### src/rtl/multi_border_collision.sv
// multi_border_collision
//   Border collision handling for N_BALLS independent ball channels. When a
//   ball and the border are drawn on the same pixel, each channel decides
//   which sides it hit. It reflects the matching velocity components and then
//   locks out repeat hits for a few frames.
//
//   Optional feature: define BORDER_DAMPING_EN to damp reflected components
//   by v>>>DAMP_SHIFT before negation.
//
//   Ports
//     clk, resetN          clock, asynchronous active-low reset
//     startOfFrame         one-cycle pulse per video frame
//     borderDR             border pixel drawing request
//     ballDR[N]            per-channel ball drawing request
//     ballPosX/Y[N*W]      packed signed top-left positions, ch i at [i*W +: W]
//     ballVelX/Y[N*W]      packed signed velocities
//     ballVelX/YOut[N*W]   registered (possibly reflected) velocities
//     collisionOccurred[N] one-cycle hit pulse per channel
//     sideHit[N*4]         sticky {top,down,left,right} per channel

// Per-channel collision FSM.
module mbc_lane #(
  parameter int W            = 11,
  parameter int TOP_OFFSET   = 32,
  parameter int DOWN_OFFSET  = 440,
  parameter int LEFT_OFFSET  = 32,
  parameter int RIGHT_OFFSET = 600,
  parameter int LOCK_FRAMES  = 3,
  parameter int DAMP_SHIFT   = 3
)(
  input  logic                clk,
  input  logic                resetN,
  input  logic                sof_i,
  input  logic                ovl_i,     // ball and border overlap this pixel
  input  logic signed [W-1:0] pos_x_i,
  input  logic signed [W-1:0] pos_y_i,
  input  logic signed [W-1:0] vel_x_i,
  input  logic signed [W-1:0] vel_y_i,
  output logic signed [W-1:0] vel_x_o,
  output logic signed [W-1:0] vel_y_o,
  output logic                hit_o,
  output logic [3:0]          side_o
);

`ifdef BORDER_DAMPING_EN
  localparam bit DAMP_EN = 1'b1;
`else
  localparam bit DAMP_EN = 1'b0;
`endif

  localparam logic signed [W-1:0] TOP_T   = TOP_OFFSET[W-1:0];
  localparam logic signed [W-1:0] DOWN_T  = DOWN_OFFSET[W-1:0];
  localparam logic signed [W-1:0] LEFT_T  = LEFT_OFFSET[W-1:0];
  localparam logic signed [W-1:0] RIGHT_T = RIGHT_OFFSET[W-1:0];
  localparam logic signed [W-1:0] MIN_V   = {1'b1, {(W-1){1'b0}}};
  localparam logic signed [W-1:0] MAX_V   = {1'b0, {(W-1){1'b1}}};
  localparam logic [3:0]          LOCK_N  = LOCK_FRAMES[3:0];

  typedef enum logic [1:0] {IDLE, LOCK, WAIT_CLEAR} state_t;

  state_t              state_q;
  logic [3:0]          cnt_q;
  logic                ovl_q;   // any overlap seen since the last frame start
  logic signed [W-1:0] vx_q, vy_q;
  logic                hit_q;
  logic [3:0]          side_q;

  // Negation saturates so the most negative value maps to the most positive.
  function automatic logic signed [W-1:0] reflect(input logic signed [W-1:0] v);
    logic signed [W-1:0] m;
    m = DAMP_EN ? v - (v >>> DAMP_SHIFT) : v;
    return (m == MIN_V) ? MAX_V : -m;
  endfunction

  logic       neg_x, pos_vx, neg_y, pos_vy;
  logic [3:0] sides_d;
  logic       refl_x_d, refl_y_d;

  always_comb begin
    neg_x    = vel_x_i[W-1];
    pos_vx   = !vel_x_i[W-1] && (vel_x_i != '0);
    neg_y    = vel_y_i[W-1];
    pos_vy   = !vel_y_i[W-1] && (vel_y_i != '0);
    sides_d  = {(pos_y_i <= TOP_T)   && neg_y,
                (pos_y_i >= DOWN_T)  && pos_vy,
                (pos_x_i <= LEFT_T)  && neg_x,
                (pos_x_i >= RIGHT_T) && pos_vx};
    refl_x_d = sides_d[1] | sides_d[0];
    refl_y_d = sides_d[3] | sides_d[2];
  end

  always_ff @(posedge clk or negedge resetN) begin
    if (!resetN) begin
      state_q <= IDLE;
      cnt_q   <= '0;
      ovl_q   <= 1'b0;
      vx_q    <= '0;
      vy_q    <= '0;
      hit_q   <= 1'b0;
      side_q  <= '0;
    end else begin
      hit_q <= 1'b0;
      vx_q  <= vel_x_i;
      vy_q  <= vel_y_i;
      // The frame-start cycle belongs to the new frame.
      ovl_q <= sof_i ? ovl_i : (ovl_q | ovl_i);
      case (state_q)
        IDLE: begin
          // An overlap with no qualifying side (ball moving away, or an
          // inner corner pixel) is not a collision.
          if (ovl_i && (sides_d != 4'b0)) begin
            if (refl_x_d) vx_q <= reflect(vel_x_i);
            if (refl_y_d) vy_q <= reflect(vel_y_i);
            hit_q   <= 1'b1;
            side_q  <= sides_d;
            cnt_q   <= LOCK_N;
            state_q <= LOCK;
          end
        end
        LOCK: begin
          if (sof_i) begin
            cnt_q <= (cnt_q != 4'd0) ? cnt_q - 4'd1 : 4'd0;
            if (cnt_q <= 4'd1) state_q <= WAIT_CLEAR;
          end
        end
        WAIT_CLEAR: begin
          // ovl_q still covers the frame that is just ending.
          if (sof_i && !ovl_q) begin
            state_q <= IDLE;
            side_q  <= '0;
          end
        end
        default: state_q <= IDLE;
      endcase
    end
  end

  assign vel_x_o = vx_q;
  assign vel_y_o = vy_q;
  assign hit_o   = hit_q;
  assign side_o  = side_q;

endmodule

module multi_border_collision #(
  parameter int N_BALLS      = 4,
  parameter int W            = 11,
  parameter int TOP_OFFSET   = 32,
  parameter int DOWN_OFFSET  = 440,
  parameter int LEFT_OFFSET  = 32,
  parameter int RIGHT_OFFSET = 600,
  parameter int LOCK_FRAMES  = 3,
  parameter int DAMP_SHIFT   = 3
)(
  input  logic                 clk,
  input  logic                 resetN,
  input  logic                 startOfFrame,
  input  logic                 borderDR,
  input  logic [N_BALLS-1:0]   ballDR,
  input  logic [N_BALLS*W-1:0] ballPosX,
  input  logic [N_BALLS*W-1:0] ballPosY,
  input  logic [N_BALLS*W-1:0] ballVelX,
  input  logic [N_BALLS*W-1:0] ballVelY,
  output logic [N_BALLS*W-1:0] ballVelXOut,
  output logic [N_BALLS*W-1:0] ballVelYOut,
  output logic [N_BALLS-1:0]   collisionOccurred,
  output logic [N_BALLS*4-1:0] sideHit
);

  for (genvar i = 0; i < N_BALLS; i++) begin : g_lane
    mbc_lane #(
      .W(W), .TOP_OFFSET(TOP_OFFSET), .DOWN_OFFSET(DOWN_OFFSET),
      .LEFT_OFFSET(LEFT_OFFSET), .RIGHT_OFFSET(RIGHT_OFFSET),
      .LOCK_FRAMES(LOCK_FRAMES), .DAMP_SHIFT(DAMP_SHIFT)
    ) u_lane (
      .clk     (clk),
      .resetN  (resetN),
      .sof_i   (startOfFrame),
      .ovl_i   (ballDR[i] & borderDR),
      .pos_x_i (ballPosX[i*W +: W]),
      .pos_y_i (ballPosY[i*W +: W]),
      .vel_x_i (ballVelX[i*W +: W]),
      .vel_y_i (ballVelY[i*W +: W]),
      .vel_x_o (ballVelXOut[i*W +: W]),
      .vel_y_o (ballVelYOut[i*W +: W]),
      .hit_o   (collisionOccurred[i]),
      .side_o  (sideHit[i*4 +: 4])
    );
  end

endmodule
### config.mk
export PLATFORM = sky130hd
export DESIGN_NAME = multi_border_collision
export DESIGN_NICKNAME = d
export VERILOG_FILES = /design/src/rtl/multi_border_collision.sv
export SDC_FILE = /design/constraint.sdc
export NUM_CORES = 1
export LEC_CHECK = 0
export CORE_MARGIN = 2
export CORE_UTILIZATION = 35
export DETAILED_ROUTE_END_ITERATION = 8
export GPL_ROUTABILITY_DRIVEN = 0
export PLACE_DENSITY_LB_ADDON = 0.05
export SKIP_LAST_GASP = 1
export SLEW_MARGIN = 5
export SYNTH_ARGS = -nofsm -noshare
export SYNTH_HDL_FRONTEND = slang
export SYNTH_SLANG_ARGS = --single-unit
### constraint.sdc
create_clock -name clk -period 5.3 [get_ports clk]
set_clock_uncertainty 0.1 [all_clocks]
set_input_delay 0.53 -clock clk [delete_from_list [all_inputs] [get_ports clk]]
set_output_delay 0.53 -clock clk [all_outputs]
set_load 0.01 [all_outputs]
Word-level counts from Yosys, hierarchy flattened
Index checks and enable logic that the tools add are counted.
- $add $sub $neg: 12
- multiply operators: 0
- div/mod/pow operators: 0
- $lt $le $gt $ge: 20
- equality and inequality tests: 32
- shift operators: 0
- mux-type cells: 92
- bitwise operators: 16
- reductions and logical operators: 84
- operator list (operator ; number):
    $mux 11 ; 32
    $eq 11x11->1 const B ; 8
    $le 11x7->1 const B ; 8
    $neg 11->11 ; 8
    $reduce_bool 11->1 ; 8
    $mux 4 ; 20
    $pmux 4 s2 ; 8
    $ge 11x10->1 const B ; 4
    $ge 11x11->1 const B ; 4
    $logic_and 1x1->1 ; 32
    $mux 2 ; 16
    $reduce_bool 4->1 ; 8
    $ne 2x1->1 const B ; 12
    $pmux 2 s3 ; 4
    $reduce_and 3->1 ; 8
    $le 4x1->1 const B ; 4
    $reduce_and 4->1 ; 4
    $reduce_bool 2->1 ; 8
    $sub 4x1->4 const B ; 4
    $logic_not 1->1 ; 12
    $mux 1 ; 12
    $or 1x1->1 ; 12
    $eq 2x1->1 const B ; 4
    $eq 2x2->1 const B ; 4
    other kinds (3) ; 12
- register bits: 136
- bits in latches: 0
- bits in writable memories: 0
- ROM bits: 0
- input port bits: 184
- output and inout bits: 108
- word-level logic and storage cells: 284
- memories: 0

Longest topological paths before layout
Gate-level depths: netlist (run 1).
- depth in word-level cells: 7
- gate-level depth with buffers: 10
- gate-level depth less buffers: 9

Cells and area by module
A second synthesis (run 1) with hierarchy kept.
- cells, all modules: 840
- area, all modules: 7657.3 µm²
- modules (own cells, without submodules) (module ; times used ; cells each ; area an instance (µm²) ; seq. area each (µm²)):
    mbc_lane ; 4 ; 209 ; 1908.1 ; 850.8
    multi_border_collision ; 1 ; 4 ; 25.0 ; 0.0

Worst setup path before layout (run 1)
Ideal clock, no wire load.
- kind: in2reg
- start: input ballVelY[0]
- end: register g_lane[0].u_lane.cnt_q[1]
- library setup time: 0.146 ns
- arrival time: 2.230 ns
- required time: 5.054 ns
- slack: 2.824 ns
- stages on the path: 9
- path buffers: 1
- cells stage by stage: inv_1 -> ha_1 -> or3b_2 -> nor4b_4 -> or4_1 -> o21ai_2 -> clkbuf_1 -> o21ai_0 -> o311ai_0
- word-level cells in the longest chain between the ends: 7
- RTL lines (element ; line ; source):
    from (decl) ; 163 ; input logic [N_BALLS*W-1:0] ballVelY,
    $reduce_bool 11->1 ; 83 ; pos_vy = !vel_y_i[W-1] && (vel_y_i != '0);
    $logic_and 1x1->1 ; 83 ;
    $logic_and 1x1->1 ; 85 ; (pos_y_i >= DOWN_T) && pos_vy,
    $reduce_bool 4->1 ; 111 ; if (ovl_i && (sides_d != 4'b0)) begin
    $logic_and 1x1->1 ; 111 ;
    $ne 2x1->1 (no source line) ; -- ;
    $reduce_and 3->1 (no source line) ; -- ;
    to (signal assigned) ; 122 ; cnt_q <= (cnt_q != 4'd0) ? cnt_q - 4'd1 : 4'd0;
    to (decl) ; 62 ; logic [3:0] cnt_q;
Every way passes these cells.
A chain may end at the register's enable or synchronous reset.

Worst setup path in the final report (run 1)
- start: input ballVelY[0]
- end: register g_lane[0].u_lane.side_q[2]
- word-level cells in the longest chain between the ends: 7
- elaborated cells on any way between the ends: 9
- classes of those cells: eq/ne (1); mux (2); reduce/logical (6)
- RTL lines (element ; line ; source):
    $reduce_bool 11->1 * ; 83 ;
    $logic_and 1x1->1 * ; 83 ;
    $logic_and 1x1->1 * ; 85 ;
    $reduce_bool 4->1 ; 111 ;
    $logic_and 1x1->1 ; 111 ;
    $ne 2x1->1 (no source line) ; -- ;
    $reduce_and 3->1 (no source line) ; -- ;
    to (signal assigned) ; 115 ; side_q <= sides_d;
    to (decl) ; 66 ; logic [3:0] side_q;
Mark *: on every way between the ends. The rest lies on a longest branch, timed or not. The select of a mux whose other input is x is not followed.

==> parameters.txt, run 1 <==
Parameter                              Value

Run status
  Run status ... completed

Final layout
  Most frequent cells in the layout ... sky130_fd_sc_hd__clkdlybuf4s50_1 (290), sky130_fd_sc_hd__dfrtp_1 (136), sky130_fd_sc_hd__nor2_1 (85), sky130_fd_sc_hd__nand2_1 (60), sky130_fd_sc_hd__o21ai_0 (45)
  Area growth from synthesis to layout ... 52.9%
  Final instance count without filler cells ... approximately 1.3k
  Fraction of layout cells with a size suffix above 1 ... 0.0640
  Most common library cell in the layout ignoring fill and taps ... sky130_fd_sc_hd__clkdlybuf4s50_1
  NumNets Final ... roughly 1.2k
  Fill count ... 1848
  Final core occ ... 0.544
  Number of diodes added for antenna fixing ... 0

Global routing
  Pin count of the biggest net entering global routing ... 82
  Sum of overflow across all layers after global routing ... 0
  Antenna violations before repair ... 0
  Via count of the first global-routing pass ... roughly 6.6k
  Overall global routing resource usage ... 0.179
  First-pass GRT wire length ... roughly 32000 um

Logic synthesis
  Post-synthesis average cell area ... between 9 and 10 um^2
  Cell Area, Synth ... roughly 0.0072 mm^2
  Post-synth EDFFs ... 0
  Count of yosys warnings during synthesis ... 0
  Predominant post-synthesis flop cell ... sky130_fd_sc_hd__dfrtp_1
  Post-synthesis sequential area ratio ... 0.474
  Share of synthesized flip-flops with an asynchronous set or reset ... 1.00
  Total of flip-flops plus latches after synthesis ... about 140
  Post-synthesis cell type count ... 71
  Synthesized netlist net count ... 951
  Synthesized netlist cell count ... 759

Timing
  FMAX ... roughly 340 MHz
  RSZ-0062 raised after global routing ... false
  Worst slew margin relative to its limit ... 0.344
  Total negative slack for setup checks ... 0 ns
  Count of final max-slew check failures ... 0
  Final worst path period share ... 0.553
  Fin. Hold Viols ... 0
  Worst Max-Slew Pin Slew ... just under 1 ns
  Time the final worst path needs with I/O delays and setup ... between 2 and 3 ns
  Number of endpoints failing setup at the final stage ... 0

Job
  Max-cap check violation count ... 0

Setup path
  Setup crit start kind ... input port
  Crit Path Category ... in -> reg
  Data arrival time of the critical path ... ~3.1 ns
  Top fanout value on the critical path ... 17
  Kind of end point of the critical path ... flip-flop
  Critical Path RT ... between 5 and 6 ns

Floorplan
  Core footprint ... 0.0202 mm^2
  Initial Util ... 0.356
  Area of the die ... around 0.022 mm^2
  Die height ... between 100 and 150 um
  Site Rows ... 52
  Overall die width ... 147 um
  Ports ... about 290

Clocking
  Clock edge transition at the registers on the reported setup and hold paths ... approximately 0.060 ns
  Total clock sinks ... ~140
  Buffer depth of the longest clock path ... 2
  Number of buffers created by CTS ... 17
  Total of cells resized after clock tree synthesis ... 0
  TritonCTS clock tree ... built
  Clock root buffer ... sky130_fd_sc_hd__clkbuf_16
  Post-CTS Setup Inserts ... 0
  Hold-fix buffer count after cts ... 0
  H-tree depth ... 4
  Clock latency of the later-clocked register in the worst-skew pair ... about 0.41 ns

Routing
  Drc violations ... 0
  Number of optimization iterations in the first detailed-route pass ... 4
  WL/cell ... 14.8 um
  Drt first-iter violations ... around 310
  DRT Wirelength ... 19700 um
  Routed vias/inst ... ~5.1
  Final antenna-violating net count ... 0
  Via count ... 6863

Pwr
  Power density cells ... ~330 mW/mm^2
  Worst supply voltage drop on vdd ... ~0.22 mV
  Post-route total power ... about 3.6 mW
  Leak Pwr ... 4.50 nW

Placement
  Number of cells in the design after placement ... approximately 1.3k
  Half-perimeter wire length after placement ... around 15000 um
  Buffers on Ports ... 291

Worst hold path
  Path class of the lowest-slack min-delay path ... in -> async
-- synth_stat cells, drive strengths merged, types with 5 or more instances --
cell type  count  area [um^2]
or2            8         50.1
nand3         17         85.1
or3           28          175
o21ai         49          253
ha             8          100
a21oi         26          134
buf            7         45.0
dfrtp        136         3400
nand2         60          225
a21o          11         82.6
nand2b        12         82.6
nor2b          9         56.3
a31oi         33          228
o311ai         5         43.8
xor2           7         61.3
nor2          85          319
inv           40          150
nor3          28          155
clkbuf        16         60.1
o31ai         15          113
mux2i         25          250
and2           7         43.8
or4           13          105
nor4          19          161
a211oi        28          210
-- path summary, 6_finish.rpt --
check	startpoint	to	slack (ns)	cells past startpoint
max	ballVelY[0]	g_lane[0].u_lane.side_o[2]	2.37	10
min	resetN	g_lane[2].u_lane.vel_y_o[3]	0.04	1
max reg2reg	g_lane[0].u_lane.state_q[1]	g_lane[0].u_lane.vel_x_o[5]	2.85	4
min reg2reg	g_lane[3].u_lane.side_o[3]	g_lane[3].u_lane.side_o[3]	0.37	1
max in group asynchronous	resetN	g_lane[2].u_lane.side_o[3]	3.83	2
min in group clk	g_lane[3].u_lane.side_o[3]	g_lane[3].u_lane.side_o[3]	0.37	1
-- cell type report --
type                            count  area, um^2  area share
Clock inverter                     12         179      0.0163
Multi-Input combinational cell    560        3520       0.321
Clock buffer                       18         429      0.0391
Inverter                           40         150      0.0137
Timing Repair Buffer              297        2960       0.270
Sequential cell                   136        3400       0.310
Tap cell                          270         338      0.0308
-- kinds of logic (layout without fill, tap and decap cells) --
family / Yosys count / in the layout / synth area share
flip-flops: 136 / 136 / 0.474
adder cells (fa/ha/maj): 8 / 8 / 0.0139
XOR/XNOR: 10 / 10 / 0.0122
buffers and inverters: 63 / 367 / 0.0356
AND/OR/NAND/NOR: 306 / 306 / 0.228
multiplexers: 25 / 25 / 0.0349
AO/OA/AOI/OAI: 211 / 211 / 0.202
-- worst max-delay path, stage by stage --
cell and delay (ns):
sky130_fd_sc_hd__clkdlybuf4s50_1 0.47, sky130_fd_sc_hd__inv_1 0.09, sky130_fd_sc_hd__ha_1 0.16, sky130_fd_sc_hd__or3b_2 0.51, sky130_fd_sc_hd__nor4b_4 0.31, sky130_fd_sc_hd__or4_1 0.21, sky130_fd_sc_hd__o21ai_2 0.20, sky130_fd_sc_hd__o21ai_2 0.31
sky130_fd_sc_hd__inv_2 0.10, sky130_fd_sc_hd__o32ai_1 0.26
-- per-layer routing --
metal	wire length (um)	vias to the layer above	GRT usage
li1	-	3403	-
met1	8800	3206	0.235
met2	9100	232	0.285
met3	1500	22	0.0543
met4	306	0	0.0591
met5	0	-	0
-- registers in the layout (all words and copies together) (netlist names) --
name                   flops
g_lane.u_lane.vel_x_o     44
g_lane.u_lane.vel_y_o     44
g_lane.u_lane.cnt_q       16
g_lane.u_lane.side_o      16
g_lane.u_lane.state_q      8
g_lane.u_lane.hit_o        4
g_lane.u_lane.ovl_q        4
-- per-stage QoR --
stage | area (um^2) | hold slack, ns | setup WS [ns]
floorplan | 7180 | 0.134 | 2.82
finish | 11000 | 0.0360 | 2.37
CTS | 11000 | 0.0874 | 2.36
global placement | 10400 | 0.360 | 2.04
global route | 11000 | 0.113 | 2.16
detailed placement | 10400 | 0.368 | 1.90
-- where the power goes --
part	leakage, nW	switching [mW]	internal [mW]
registers	1.64	0.128	1.23
logic	2.57	0.471	0.549
clock network	0.288	0.453	0.782
total	4.50	1.05	2.56
No activity file was read; power rests on OpenSTA's default activity.
==> run 2: changes to the inputs <==
==> constraint.sdc (replaced) <==
create_clock -name clk -period 2.85 [get_ports clk]
set_clock_uncertainty 0.1 [all_clocks]
set_input_delay 0.285 -clock clk [delete_from_list [all_inputs] [get_ports clk]]
set_output_delay 0.285 -clock clk [all_outputs]
set_load 0.01 [all_outputs]
==> parameters.txt, run 2 (synthesized netlist as in run 1, its figures left out) <==
Parameter                              Value

Clocking
  Clock root buffer ... sky130_fd_sc_hd__clkbuf_16
  Total clock sinks ... about 140
  Clock edge transition at the registers on the reported setup and hold paths ... about 0.060 ns
  Total of cells resized after clock tree synthesis ... 0
  H-tree depth ... 4
  Hold-fix buffer count after cts ... 1
  Buffer depth of the longest clock path ... 2
  TritonCTS clock tree ... built
  Post-CTS Setup Inserts ... 0
  Number of buffers created by CTS ... 17
  Clock latency of the later-clocked register in the worst-skew pair ... about 0.41 ns

Timing
  Total negative slack for setup checks ... 0 ns
  Number of endpoints failing setup at the final stage ... 0
  Hold slack ... 0.363 ns
  Count of final max-slew check failures ... 0
  Worst slew margin relative to its limit ... 0.514
  FMAX ... about 420 MHz
  Worst Max-Slew Pin Slew ... around 0.73 ns
  RSZ-0062 raised after global routing ... false
  Time the final worst path needs with I/O delays and setup ... approximately 2.4 ns
  Fin. Hold Viols ... 0
  Final worst path period share ... 0.843

Pwr
  Power density cells ... 596 mW/mm^2
  Worst supply voltage drop on vdd ... roughly 0.42 mV
  Leak Pwr ... 4.67 nW

Placement
  Half-perimeter wire length after placement ... approximately 16000 um
  Number of cells in the design after placement ... 1336
  Dpl cell area ... approximately 0.011 mm^2
  Buffers on Ports ... a little under 300

Setup path
  Cell Chain, Critical Path ... clkdlybuf4s50_1 > inv_1 > ha_1 > or3b_2 > nor4b_4 > or4_1 > o21ai_2 > o21ai_2 > inv_2 > o32ai_1
  Setup slack of the worst register-to-register path ... slightly below 0.8 ns
  Kind of end point of the critical path ... flip-flop
  Setup crit start kind ... input port
  Top fanout value on the critical path ... 14
  Critical Path RT ... around 3 ns
  Worst path slowest cell ... sky130_fd_sc_hd__or3b_2
  Delay of the slowest critical-path stage ... 0.49 ns
  Count of cells along the worst register-to-register path ... 5
  Data arrival time of the critical path ... around 2.6 ns
  Source of the worst register-to-register timing path ... g_lane[3].u_lane.state_q[1]
  Dominant cell type by count on the critical path ... sky130_fd_sc_hd__o21ai_2
  Crit Path Category ... in -> reg
  End of the worst register-to-register path ... g_lane[3].u_lane.vel_x_o[9]

Floorplan
  Ports ... about 300
  Overall die width ... between 100 and 150 um
  Site Rows ... 52
  Core footprint ... between 0.02 and 0.025 mm^2
  Area of the die ... approximately 0.022 mm^2
  Initial Util ... 0.356
  Die height ... 147 um

Worst hold path
  Path class of the lowest-slack min-delay path ... in -> async

Final layout
  Most common library cell in the layout ignoring fill and taps ... sky130_fd_sc_hd__clkdlybuf4s50_1
  Cell area after layout ... 0.0112 mm^2
  Most frequent cells in the layout ... sky130_fd_sc_hd__clkdlybuf4s50_1 (290), sky130_fd_sc_hd__dfrtp_1 (136), sky130_fd_sc_hd__nor2_1 (85), sky130_fd_sc_hd__nand2_1 (60), sky130_fd_sc_hd__o21ai_0 (45)
  NumNets Final ... approximately 1.3k
  Fraction of layout cells with a size suffix above 1 ... 0.0930
  Area growth from synthesis to layout ... 56.5%
  Number of diodes added for antenna fixing ... 0
  Fill count ... between 1.5k and 2k
  Final instance count without filler cells ... 1367

Routing
  Number of optimization iterations in the first detailed-route pass ... 4
  WL/cell ... 14.7 um
  Drc violations ... 0
  Drt first-iter violations ... approximately 340
  Routed vias/inst ... approximately 5
  DRT Wirelength ... ~20000 um
  Via count ... about 6.9k
  Final antenna-violating net count ... 0

Run status
  Run status ... completed

Global routing
  Sum of overflow across all layers after global routing ... 0
  Overall global routing resource usage ... 0.188
  Antenna violations before repair ... 0
  Pin count of the biggest net entering global routing ... 78
  Via count of the first global-routing pass ... ~6.7k
  First-pass GRT wire length ... roughly 33000 um

Job
  Max-cap check violation count ... 0
[run 2: changes by cell type in the layout (fill, tap and decap cells not counted), sizes merged]
cell | before | now
bufinv | 4 | 3
buf | 7 | 40
clkinv | 5 | 6
dlygate4sd3 | 0 | 1
[run 2: layout make-up]
class / count / area, um^2 / area share
clock buffer: 18 / 439 / 0.0391
multi-input combinational: 560 / 3520 / 0.313
tap: 270 / 338 / 0.0301
timing repair buffer: 331 / 3230 / 0.287
inverter: 40 / 150 / 0.0134
sequential: 136 / 3400 / 0.303
clock inverter: 12 / 154 / 0.0137
[run 2: routing by layer]
layer  routed length [um]  vias up  track usage
li1                     -     3479            -
met3                 1450       15       0.0516
met2                 9500      196        0.308
met1                 8960     3205        0.245
met4                  218        0       0.0543
met5                    0        -            0
[run 2: worst max-delay path by stage]
stage / slack (ns) / cells after the start / end / from
final: 0.45 / 10 / g_lane[0].u_lane.side_o[0] / ballVelY[1]
after global routing: 0.20 / 10 / g_lane[0].u_lane.side_o[0] / ballVelY[1]
after CTS: 0.46 / 10 / g_lane[0].u_lane.side_o[0] / ballVelY[1]
after detailed placement: 0.03 / 10 / g_lane[0].u_lane.side_o[0] / ballVelY[0]
after global placement: 0.09 / 7 / g_lane[1].u_lane.cnt_q[0] / ballVelX[16]
after floorplan: 0.62 / 9 / g_lane[0].u_lane.cnt_q[1] / ballVelY[0]
[run 2: worst max-delay path: cells and delay by family]
family | cells | cell delay, ns
AND/OR/NAND/NOR | 3 | 0.90
adder cells (fa/ha/maj) | 1 | 0.14
buffers and inverters | 3 | 0.59
AO/OA/AOI/OAI | 3 | 0.70
[run 2: report_power, final]
group	internal (mW)	switching (mW)	total, mW
logic	1.06	0.888	1.94
clock network	1.39	0.847	2.23
registers	2.28	0.228	2.51
[run 2: stage by stage]
| stage | setup WS [ns] | utilization | power (mW) |
|---|---|---|---|
| floorplan | 0.619 | - | 3.42 |
| global placement | 0.0941 | 0.527 | 4.50 |
| detailed placement | 0.0259 | 0.527 | 4.50 |
| CTS | 0.458 | 0.557 | 6.78 |
| global route | 0.201 | 0.557 | 7.10 |
| finish | 0.449 | 0.557 | 6.69 |
